File: config.mk
export PLATFORM = sky130hd
export DESIGN_NAME = id_ex_stage
export DESIGN_NICKNAME = d
export VERILOG_FILES = /design/src/rtl/id_ex_stage.sv
export SDC_FILE = /design/constraint.sdc
export NUM_CORES = 1
export LEC_CHECK = 0
export ABC_AREA = 1
export CAP_MARGIN = 40
export CORE_MARGIN = 3
export CORE_UTILIZATION = 40
export CTS_BUF_LIST = sky130_fd_sc_hd__clkbuf_4 sky130_fd_sc_hd__clkbuf_8
export CTS_CLUSTER_DIAMETER = 50
export DETAILED_ROUTE_END_ITERATION = 12
export GPL_ROUTABILITY_DRIVEN = 0
export MAX_ROUTING_LAYER = met4
export PLACE_DENSITY = 0.81
export SLEW_MARGIN = 15
export SYNTH_ARGS = -nofsm -noshare
export SYNTH_HDL_FRONTEND = slang
export SYNTH_SLANG_ARGS = --single-unit
export TNS_END_PERCENT = 20
File: constraint.sdc
create_clock -name clk -period 4.2 [get_ports clk]
set_input_delay 0.84 -clock clk [delete_from_list [all_inputs] [get_ports clk]]
set_output_delay 0.84 -clock clk [all_outputs]
set_load 0.01 [all_outputs]
File: src/rtl/id_ex_stage.sv
// ID/EX pipeline stage: decodes the instruction into ALU controls, registers it into EX,
// and drives the ALU operands through the immediate and forwarding muxes. Also detects load-use hazards.
module id_ex_stage #(
    parameter bit FWD_EN = 1'b1
) (
    input  logic        clk,
    input  logic        rst_n,
    input  logic        id_valid,
    input  logic [31:0] id_instr,
    input  logic [31:0] id_rs_data,
    input  logic [31:0] id_rt_data,
    input  logic        stall,
    input  logic        flush,
    input  logic        fwd_mem_we,
    input  logic [4:0]  fwd_mem_rd,
    input  logic [31:0] fwd_mem_data,
    input  logic        fwd_wb_we,
    input  logic [4:0]  fwd_wb_rd,
    input  logic [31:0] fwd_wb_data,
    output logic        hazard,
    output logic [31:0] alu_a,
    output logic [31:0] alu_b,
    output logic [3:0]  alu_op,
    output logic        ex_valid,
    output logic        ex_reg_write,
    output logic        ex_mem_read,
    output logic        ex_mem_write,
    output logic        ex_branch,
    output logic        ex_illegal,
    output logic [4:0]  ex_dst,
    output logic [31:0] ex_store_data
);
    localparam logic [3:0] OP_ADD = 4'b0000, OP_SUB = 4'b0010, OP_SLT = 4'b1010,
                           OP_AND = 4'b0100, OP_OR = 4'b0101, OP_XOR = 4'b0110,
                           OP_NOR = 4'b0111;

    logic [5:0]  opcode, funct;
    logic [4:0]  id_rs, id_rt, id_rd;
    logic [15:0] imm;
    assign opcode = id_instr[31:26];
    assign id_rs  = id_instr[25:21];
    assign id_rt  = id_instr[20:16];
    assign id_rd  = id_instr[15:11];
    assign imm    = id_instr[15:0];
    assign funct  = id_instr[5:0];

    logic [3:0]  d_op;
    logic [4:0]  d_dst;
    logic        d_rw, d_mr, d_mw, d_br, d_ill, d_use_imm, d_sext, uses_rt;
    logic [31:0] d_imm;

    always_comb begin
        d_op      = OP_ADD;
        d_dst     = id_rt;
        d_rw      = 1'b0;
        d_mr      = 1'b0;
        d_mw      = 1'b0;
        d_br      = 1'b0;
        d_ill     = 1'b0;
        d_use_imm = 1'b1;
        d_sext    = 1'b1;
        uses_rt   = 1'b0;
        case (opcode)
            6'h00: begin
                uses_rt   = 1'b1;
                d_use_imm = 1'b0;
                d_dst     = id_rd;
                d_rw      = 1'b1;
                case (funct)
                    6'h20, 6'h21: d_op = OP_ADD;
                    6'h22, 6'h23: d_op = OP_SUB;
                    6'h24:        d_op = OP_AND;
                    6'h25:        d_op = OP_OR;
                    6'h26:        d_op = OP_XOR;
                    6'h27:        d_op = OP_NOR;
                    6'h2A:        d_op = OP_SLT;
                    default:      d_ill = 1'b1;
                endcase
            end
            6'h08, 6'h09: d_rw = 1'b1;
            6'h0A: begin d_op = OP_SLT; d_rw = 1'b1; end
            6'h0C: begin d_op = OP_AND; d_rw = 1'b1; d_sext = 1'b0; end
            6'h0D: begin d_op = OP_OR;  d_rw = 1'b1; d_sext = 1'b0; end
            6'h0E: begin d_op = OP_XOR; d_rw = 1'b1; d_sext = 1'b0; end
            6'h23: begin d_mr = 1'b1; d_rw = 1'b1; end
            6'h2B: begin d_mw = 1'b1; uses_rt = 1'b1; end
            6'h04: begin d_op = OP_SUB; d_br = 1'b1; d_use_imm = 1'b0; uses_rt = 1'b1; end
            default: d_ill = 1'b1;
        endcase
        // Illegal instructions carry no side effects into EX, only the trap flag.
        if (d_ill) begin
            d_op  = OP_ADD;
            d_dst = 5'd0;
            d_rw  = 1'b0;
            d_mr  = 1'b0;
            d_mw  = 1'b0;
            d_br  = 1'b0;
        end
        if (d_dst == 5'd0) d_rw = 1'b0;
    end

    assign d_imm = d_sext ? {{16{imm[15]}}, imm} : {16'h0000, imm};

    logic        ex_use_imm;
    logic [4:0]  ex_rs, ex_rt;
    logic [31:0] ex_rs_data, ex_rt_data, ex_imm;

    assign hazard = ex_valid & ex_mem_read & id_valid & (ex_dst != 5'd0) &
                    ((ex_dst == id_rs) | (uses_rt & (ex_dst == id_rt)));

    always_ff @(posedge clk or negedge rst_n) begin
        if (!rst_n) begin
            ex_valid     <= 1'b0;
            ex_reg_write <= 1'b0;
            ex_mem_read  <= 1'b0;
            ex_mem_write <= 1'b0;
            ex_branch    <= 1'b0;
            ex_illegal   <= 1'b0;
            alu_op       <= OP_ADD;
            ex_dst       <= 5'd0;
        end else if (flush || (!stall && (hazard || !id_valid))) begin
            ex_valid     <= 1'b0;
            ex_reg_write <= 1'b0;
            ex_mem_read  <= 1'b0;
            ex_mem_write <= 1'b0;
            ex_branch    <= 1'b0;
            ex_illegal   <= 1'b0;
            alu_op       <= OP_ADD;
            ex_dst       <= 5'd0;
        end else if (!stall) begin
            ex_valid     <= 1'b1;
            ex_reg_write <= d_rw;
            ex_mem_read  <= d_mr;
            ex_mem_write <= d_mw;
            ex_branch    <= d_br;
            ex_illegal   <= d_ill;
            alu_op       <= d_op;
            ex_dst       <= d_dst;
        end
    end

    // Operand data is don't-care in a bubble, so it only needs to honour stall.
    always_ff @(posedge clk or negedge rst_n) begin
        if (!rst_n) begin
            ex_use_imm <= 1'b0;
            ex_rs      <= 5'd0;
            ex_rt      <= 5'd0;
            ex_rs_data <= 32'd0;
            ex_rt_data <= 32'd0;
            ex_imm     <= 32'd0;
        end else if (!stall && !flush) begin
            ex_use_imm <= d_use_imm;
            ex_rs      <= id_rs;
            ex_rt      <= id_rt;
            ex_rs_data <= id_rs_data;
            ex_rt_data <= id_rt_data;
            ex_imm     <= d_imm;
        end
    end

    logic [31:0] rs_val, rt_val;

    always_comb begin
        rs_val = ex_rs_data;
        if (FWD_EN && ex_rs != 5'd0) begin
            if (fwd_mem_we && fwd_mem_rd == ex_rs)     rs_val = fwd_mem_data;
            else if (fwd_wb_we && fwd_wb_rd == ex_rs)  rs_val = fwd_wb_data;
        end
    end

    always_comb begin
        rt_val = ex_rt_data;
        if (FWD_EN && ex_rt != 5'd0) begin
            if (fwd_mem_we && fwd_mem_rd == ex_rt)     rt_val = fwd_mem_data;
            else if (fwd_wb_we && fwd_wb_rd == ex_rt)  rt_val = fwd_wb_data;
        end
    end

    assign alu_a         = rs_val;
    assign alu_b         = ex_use_imm ? ex_imm : rt_val;
    assign ex_store_data = rt_val;
endmodule

==> flow_summary.toml <==
[outcome]
status = "complete, no violations"

[floorplan]
die_area_mm2 = 0.01976
die_w_um = 140.6
start_util_pct = 41.31
core-area_mm2 = 0.01754
ioPinCount = 289
num_rows = 48
die_y_um = 140.6

[power_and_ir_drop]
power_leakage_nw = 4.961
power.total_mw = 3.078
ir_drop_mv = 0.1644
p_per_area_mw_per_mm2 = 295.7

[yosys]
ys_types = 31
syn_area_mm2 = 0.007244
ys_seq_area_share_pct = 36.96
yosysWarnings = 0
async_flop_share_pct = 100.0
synth_top_area_cell = "dfrtp_1"
synthCells = 1103
synth_ff_type = "dfrtp_1"
synth.top_cells.by_count = "nand2_1 (363), o21ai_0 (122), inv_1 (113)"
synth.most_common_cell = "nand2_1"
synth_edf_count = 0
synth.net_count = 1280
netlist.area_leader.share_pct = 36.96
yosys-top-cells-area = "dfrtp_1 (37%), nand2_1 (19%), o21ai_0 (8.4%), inv_1 (5.9%), a21oi_1 (4.6%)"
ys_ff_latch = 107
synth_area_per_cell_um2 = 6.568

[clock_tree]
clock_path_buffers = 2
cts_tree = "done"
post_cts_resized = 0
htree_levels = 3
root_buffer = "clkbuf_8"
numCtsBuffers = 9
clock_latency_ns = 0.38
cts_setup_buffers = 0
ctsHoldBuffers = 0
cts_sinks = 107
path_clk_slew_ns = 0.11

[global_route]
grt_max_degree = 65
grt_antenna_before_repair = 1
grt_pass1_wl_um = 41020
grt.overflow.total = 0
groute.usage.overall_pct = 26.43
grt_pass1_vias = 7830

[setup_path]
crit_buf_inv = 4
critPathMaxFanout = 32
crit_path_end_kind = "output pin"
crit_family = "buffers and inverters"
crit_arrival_ns = 3.23
cp_slowest_cell = "clkdlybuf4s50_1"
path_cells = "clkdlybuf4s50_1 > inv_1 > o21ai_0 > a21oi_1 > nand3_2 > buf_4 > o21ai_0 > a21oi_1 > clkdlybuf4s50_1"
critPathLaunchType = "input port"
cpPeakStageDelay_ns = 0.60
crit_type = "input port to output pin"
critical_path_required_ns = 3.36

[cells_and_area]
layout.nets = 1534
drive_gt1_share_pct = 4.919
fin_cells = 1588
syn_to_final_growth_pct = 43.68

[routing]
ant_nets = 0
drc_errors = 0
via_per_inst = 5.145
vias = 8170
first_iter_violations = 512
drt-total-wl_um = 26110
avgRoutedWirePerCell_um = 16.44
topRoutingLayerUsed = "met4"
wl_met3_um = 2122
wl_met1_um = 10970
wl_met2_um = 12020
dr.pass1.iters = 7

[hold_path]
hold_class = "input port to async pin"

[timing]
fmax_mhz = 245.7
tightestPinTransition_ns = 0.7520
slew_violations = 0
finalSetupTns_ns = 0
maxSlewHeadroom_pct = 49.68
fin_skew_ns = 0.01437
rsz0062_at_grt = "no"
hold_violations = 0
fin_crit_sh_pct = 96.90
fin_crit_ns = 4.070
setup_viol = 0

[flow_run]
max_cap_viol_count = 0

[placement]
port_buffers = 288
dp_hpwl_um = 19520
placed_cells = 1571
==> per-layer routing <==
layer | GRT usage [%] | vias to the layer above
met5 | - | -
met4 | 10.66 | 0
met3 | 4.986 | 69
met2 | 41.23 | 390
met1 | 34.07 | 3726
li1 | - | 3985
==> cell type report <==
| cell class | count | area, um2 |
|---|---|---|
| Inverter | 119 | 446.7 |
| Antenna cell | 1 | 2.502 |
| Multi-Input combinational cell | 815 | 3764 |
| Fill cell | 1654 | 7128 |
| Clock inverter | 5 | 38.79 |
| Tap cell | 225 | 281.5 |
| Clock buffer | 11 | 145.1 |
| Timing Repair Buffer | 305 | 3053 |
| Sequential cell | 107 | 2678 |
==> power breakdown <==
part / switching (mW) / leakage, nW / total (mW) / internal [mW]
Combinational: 0.629 / 3.53 / 1.27 / 0.641
Sequential: 0.0601 / 1.34 / 1.20 / 1.14
Clock: 0.364 / 0.0929 / 0.605 / 0.241
==> cells in the final DEF (no fill, tap or decap), drive strengths merged <==
master         instances
a21oi                 68
and2                  31
buf                   18
clkbuf                11
clkdlybuf4s50        287
clkinv                 4
clkinvlp               1
dfrtp                107
diode                  1
inv                  119
nand2                366
nand3                 49
nand4                  6
nor2                 103
nor3                   4
nor4                   1
o211ai                 1
o21a                  32
o21ai                136
o21bai                 2
o22ai                  9
or2                    1
xnor2                  2
xor2                   4
==> cells by family after synthesis <==
group / count (synthesis) / synth area share, %
AND/OR/NAND/NOR: 561 / 32.44
AO/OA/AOI/OAI: 248 / 18.65
buffers and inverters: 181 / 11.23
flip-flops: 107 / 36.96
XOR/XNOR: 6 / 0.7254
==> through the flow <==
stage | setup slack (ns) | utilization, % | hold WS, ns | area [um2]
2_1_floorplan | 1.509 | - | 0.4422 | 7244
5_1_grt | 0.01539 | 59.35 | 0.3748 | 10410
3_5_place_dp | 0.1983 | 58.29 | 0.4591 | 10220
4_1_cts | 0.1943 | 59.34 | 0.3725 | 10410
3_3_place_gp | 0.2320 | 58.13 | 0.4548 | 10190
6_report | 0.1304 | 59.35 | 0.3828 | 10410
==> state kept, by name, indices dropped and copies added, names as in the netlist <==
register      cells
ex_mem_write      1
ex_valid          1
ex_branch         1
ex_imm           17
ex_use_imm        1
ex_rs_data       32
ex_rs             5
ex_illegal        1
ex_dst            5
ex_rt             5
ex_reg_write      1
ex_mem_read       1
alu_op            4
ex_rt_data       32
==> path summary, 6_finish.rpt <==
path | depth (start not counted) | startpoint | end | slack (ns)
worst min-delay path | 1 | rst_n | ex_rt_data[28] | 0.38
worst min register to register | 2 | ex_imm[9] | ex_imm[9] | 0.47
worst max register to register | 4 | ex_use_imm | ex_use_imm | 2.52
min in group clk | 2 | ex_imm[9] | ex_imm[9] | 0.47
worst max-delay path | 9 | fwd_wb_rd[4] | alu_a[27] | 0.13
max in group asynchronous | 3 | rst_n | ex_rt_data[3] | 2.86
Note: power is estimated with default switching activity, not from simulation.
==> patch 1 (same settings) <==
The parameter `FWD_EN` goes from 1'b1 to 1'b0.
--- a/src/rtl/id_ex_stage.sv
+++ b/src/rtl/id_ex_stage.sv
@@ -2,5 +2,5 @@
 // and drives the ALU operands through the immediate and forwarding muxes. Also detects load-use hazards.
 module id_ex_stage #(
-    parameter bit FWD_EN = 1'b1
+    parameter bit FWD_EN = 1'b0
 ) (
     input  logic        clk,
Behaviour: not the same (Yosys sat finds a counterexample within 4 cycles, from zero or initial values and one cycle with rst_n low).
==> patch 1 against the unedited design <==
  * Sequential power decreased by 9%
  * Fmax up 12%
  * Power shrank 22%
  * Wire length fell by 48%
  * Core utilization up 4.6 points
  * Worst hold slack gained 0.093 ns
  * Clock skew is 0.0027 ns lower
  * Final cell count down 41%
  * Combinational power shrank 45%
  * Sequential cell count shrank 10
  * Area after synthesis decreased by 37%
  * Setup slack improved by 0.42 ns
  * Die area fell by 36%
  * Design area down 33%
  * Largest cell class is now registers
==> patch 1: results <==
set metrics [dict create \
    result_of_the_run "completed" \
    dp.final_hpwl_um 10480 \
    number_of_global_route_vias_before_repair 4205 \
    worstSkewPairLatency_ns 0.36 \
    internal_power_mw 1.718 \
    grt_pass1_wl_um 21440 \
    finalCritPeriodShare_pct 86.84 \
    final_layout_size_suffix_gt1_share_pct 5.485 \
    yosysSeqAreaShare_pct 53.37 \
    relSlewSlack_pct 47.46 \
    globalRouteMet1Util_pct 27.80 \
    routed_wirelength_um 13710 \
    power.leakage_nw 3.339 \
    synth_cell_types 28 \
    first_iter_violations 245 \
    via_count 4389 \
    p_clk_share_pct 25.9 \
    fillers 937 \
    ys_top_cells_by_count "sky130_fd_sc_hd__nand2_1, sky130_fd_sc_hd__dfrtp_1, sky130_fd_sc_hd__o21ai_0" \
    dp_cells 909 \
    met3RoutedLength_um 1215 \
    cp_slowest_stage_delay_ns 0.53 \
    globalRouteMet2Util_pct 34.28 \
    met3_usage_pct 5.930 \
    hold_path.class "reg -> reg" \
    port_buffers 212 \
    grt_antenna_before_repair 5 \
    crit_arrival_ns 2.81 \
    place_area_um2 6805 \
    worst-path-max-fanout 6 \
    met2WireLength_um 6430 \
    metal1_wirelength_um 5962 \
    worst_clock_skew_ns 0.01163 \
    num-nets-final 957 \
    grt_use_total_pct 21.76 \
    synth_fp_nets 754 \
    syn_avg_cell_area_um2 7.882 \
    regToRegSetupSlack_ns 2.73 \
    drt-pass1-iter-count 4 \
    pre_cts_ws_ns 0.5669 \
    vdd_drop_max_v 0.0001571 \
    grt_max_degree 71 \
    path_clk_slew_ns 0.09 \
    post_synth_main_area_contributors "sky130_fd_sc_hd__dfrtp_1, sky130_fd_sc_hd__nand2_1, sky130_fd_sc_hd__o21ai_0, sky130_fd_sc_hd__inv_1, sky130_fd_sc_hd__nor2_1" \
    avgRoutedWirePerCell_um 14.75 \
    power.share.combinational_pct 28.8 \
]
[patch 1: changes by cell type in the layout (fill, tap and decap cells not counted), moves of 11 or more]
cell and delta:
sky130_fd_sc_hd__o21a_1 -32, sky130_fd_sc_hd__nand3_1 -32, sky130_fd_sc_hd__nor2_1 -66, sky130_fd_sc_hd__nand2_1 -128, sky130_fd_sc_hd__a21oi_1 -64, sky130_fd_sc_hd__clkdlybuf4s50_1 -76
sky130_fd_sc_hd__o21ai_0 -46, sky130_fd_sc_hd__inv_1 -49, sky130_fd_sc_hd__and2_1 -31, sky130_fd_sc_hd__buf_4 -11
[patch 1: path summary, 6_finish.rpt]
check,startpoint,end,cells after the start
min in group asynchronous,rst_n,alu_a[9],1
worst min-delay path,alu_a[14],alu_a[14],2
worst min register to register,alu_a[14],alu_a[14],2
worst max register to register,ex_dst[3],ex_dst[1],9
worst max-delay path,id_instr[27],hazard,9
max in group asynchronous,rst_n,ex_dst[1],2
[patch 1: final cells by class]
class	instances	area, µm²	share of cell area [%]
Multi-Input combinational cell	388	1760	25.08
Sequential cell	97	2427	34.57
Clock inverter	4	51.30	0.7307
Inverter	67	252.7	3.600
Timing Repair Buffer	217	2190	31.19
Antenna cell	5	12.51	0.1782
Tap cell	140	175.2	2.495
Clock buffer	11	151.4	2.156
[patch 1: cell families (layout without fill, tap and decap cells)]
family,after synthesis,after routing,share of synthesized area (%)
AOI/OAI and AO/OA,95,95,11.36
xor gates and xnor gates,6,6,1.155
buffers and inverters,92,299,8.033
DFF,97,97,53.37
other,0,5,0
and+or+nand+nor,287,287,26.08
[patch 1: stage by stage]
stage          hold WS [ns]  power, mW
3_3_place_gp         0.4524      1.789
5_1_grt              0.4917      2.533
3_5_place_dp         0.4578      1.810
2_1_floorplan        0.4422      1.355
6_report             0.4756      2.409
4_1_cts              0.4795      2.438
==> patch 2 (same flow settings) <==
Made on the original files. Reset style: synchronous (`rst_n`), changed in 2 clocked blocks.
--- a/src/rtl/id_ex_stage.sv
+++ b/src/rtl/id_ex_stage.sv
@@ -109,5 +109,5 @@
                     ((ex_dst == id_rs) | (uses_rt & (ex_dst == id_rt)));
 
-    always_ff @(posedge clk or negedge rst_n) begin
+    always_ff @(posedge clk) begin
         if (!rst_n) begin
             ex_valid     <= 1'b0;
@@ -141,5 +141,5 @@
 
     // Operand data is don't-care in a bubble, so it only needs to honour stall.
-    always_ff @(posedge clk or negedge rst_n) begin
+    always_ff @(posedge clk) begin
         if (!rst_n) begin
             ex_use_imm <= 1'b0;
Behaviour: differs if rst_n is asserted again (counterexample within 4 cycles, from zero or initial values and one cycle with rst_n low); with rst_n held inactive, the same outputs for 4 cycles.
==> patch 2 against the unedited design <==
  * Power decreased by 12%
  * Fmax increased by 0.84%
  * Area after synthesis decreased by 4.5%
  * Sequential power decreased by 8%
  * Design area decreased by 3.0%
  * Worst hold slack improved by 0.079 ns
  * Die area decreased by 4.3%
  * Wire length increased by 5.9%
  * Global-route usage increased by 2.5 points
  * Register-to-register slack improved by 0.14 ns
  * Sequential cell count unchanged
  * Setup slack improved by 0.034 ns
  * Largest cell class unchanged
==> patch 2: results <==
set metrics [dict create \
    result_of_the_run "completed" \
    dp_cells 1498 \
    synth_fp_nets 1217 \
    avgRoutedWirePerCell_um 18.24 \
    yosysSeqAreaShare_pct 30.97 \
    power.leakage_nw 4.172 \
    post_synth_main_area_contributors "sky130_fd_sc_hd__dfxtp_1, sky130_fd_sc_hd__o21ai_0, sky130_fd_sc_hd__nand2_1, sky130_fd_sc_hd__a21oi_1, sky130_fd_sc_hd__nor2_1" \
    routed.top_layer "met4" \
    relSlewSlack_pct 56.29 \
    fillers 1542 \
    ys_top_cells_by_count "sky130_fd_sc_hd__nand2_1, sky130_fd_sc_hd__o21ai_0, sky130_fd_sc_hd__nor2_1" \
    hold_path_depth 2 \
    metal1_wirelength_um 12290 \
    via_count 8112 \
    crit_arrival_ns 3.20 \
    vdd_drop_max_v 0.0001887 \
    globalRouteMet2Util_pct 41.89 \
    worst-path-max-fanout 20 \
    hold_path.class "reg -> reg" \
    grt_max_degree 70 \
    dp.final_hpwl_um 21240 \
    first_iter_violations 736 \
    synthFlopType "sky130_fd_sc_hd__dfxtp_1" \
    pre_cts_ws_ns 0.07599 \
    grt_use_total_pct 28.93 \
    final_layout_size_suffix_gt1_share_pct 8.810 \
    met2WireLength_um 12050 \
    met3_usage_pct 6.866 \
    cp_slowest_stage_delay_ns 0.54 \
    met3RoutedLength_um 2656 \
    post-route-util_pct 60.22 \
    routed_wirelength_um 27640 \
    grt_pass1_wl_um 41430 \
    synth_cell_types 36 \
    globalRouteMet1Util_pct 40.63 \
    number_of_global_route_vias_before_repair 7457 \
]
-- patch 2: cell count changes after synthesis, moves of 8 or more --
cell,unedited run,this run
sky130_fd_sc_hd__nand2_1,363,168
sky130_fd_sc_hd__a21oi_1,66,116
sky130_fd_sc_hd__clkbuf_1,26,36
sky130_fd_sc_hd__a41oi_2,0,20
sky130_fd_sc_hd__o21a_1,32,0
sky130_fd_sc_hd__dfxtp_1,0,107
sky130_fd_sc_hd__dfrtp_1,107,0
sky130_fd_sc_hd__a41oi_1,0,8
sky130_fd_sc_hd__inv_1,113,71
sky130_fd_sc_hd__a21oi_2,2,14
sky130_fd_sc_hd__o21ai_0,122,160
sky130_fd_sc_hd__nor2_1,88,148
-- patch 2: worst register-to-register path: stages, from the launching register on --
cell and delay, ns:
sky130_fd_sc_hd__dfxtp_1 0.44, sky130_fd_sc_hd__inv_1 0.09, sky130_fd_sc_hd__nand2_1 0.06, sky130_fd_sc_hd__nand2_1 0.04, sky130_fd_sc_hd__a21oi_1 0.11, sky130_fd_sc_hd__nand4_1 0.09
sky130_fd_sc_hd__o21ai_1 0.10, sky130_fd_sc_hd__nand2_1 0.08, sky130_fd_sc_hd__nand2_1 0.09, sky130_fd_sc_hd__nand2_2 0.07, sky130_fd_sc_hd__nand2_4 0.20, sky130_fd_sc_hd__nor2_1 0.07
-- patch 2: where the power goes --
part / leakage [nW] / total (mW) / internal [mW] / switching, mW
clock: 0.0984 / 0.661 / 0.242 / 0.420
combinational: 3.19 / 0.958 / 0.468 / 0.490
sequential: 0.881 / 1.10 / 1.07 / 0.0295
total: 4.17 / 2.72 / 1.78 / 0.939
-- patch 2: logic make-up after synthesis --
| family | count (synthesis) | synth area share (%) |
|---|---|---|
| simple gates | 430 | 27.55 |
| compound gates | 335 | 29.02 |
| xor+xnor | 15 | 1.899 |
| flops | 107 | 30.97 |
| buf+inv | 153 | 10.56 |
-- patch 2: final timing paths --
kind | slack, ns | endpoint | start
hold / removal | 0.46 | ex_rt_data[11] | ex_rt_data[11]
hold reg to reg | 0.46 | ex_rt_data[11] | ex_rt_data[11]
setup reg to reg | 2.66 | ex_dst[4] | ex_dst[0]
setup / recovery | 0.16 | ex_store_data[9] | fwd_mem_rd[1]
-- patch 2: area by class of cell --
cell class | instances | area (µm²) | share of cell area (%)
Clock inverter | 6 | 68.82 | 0.6819
Multi-Input combinational cell | 780 | 4056 | 40.19
Clock buffer | 10 | 131.4 | 1.302
Antenna cell | 1 | 2.502 | 0.02480
Inverter | 77 | 290.3 | 2.876
Timing Repair Buffer | 314 | 3126 | 30.97
Sequential cell | 107 | 2142 | 21.22
Tap cell | 220 | 275.3 | 2.727
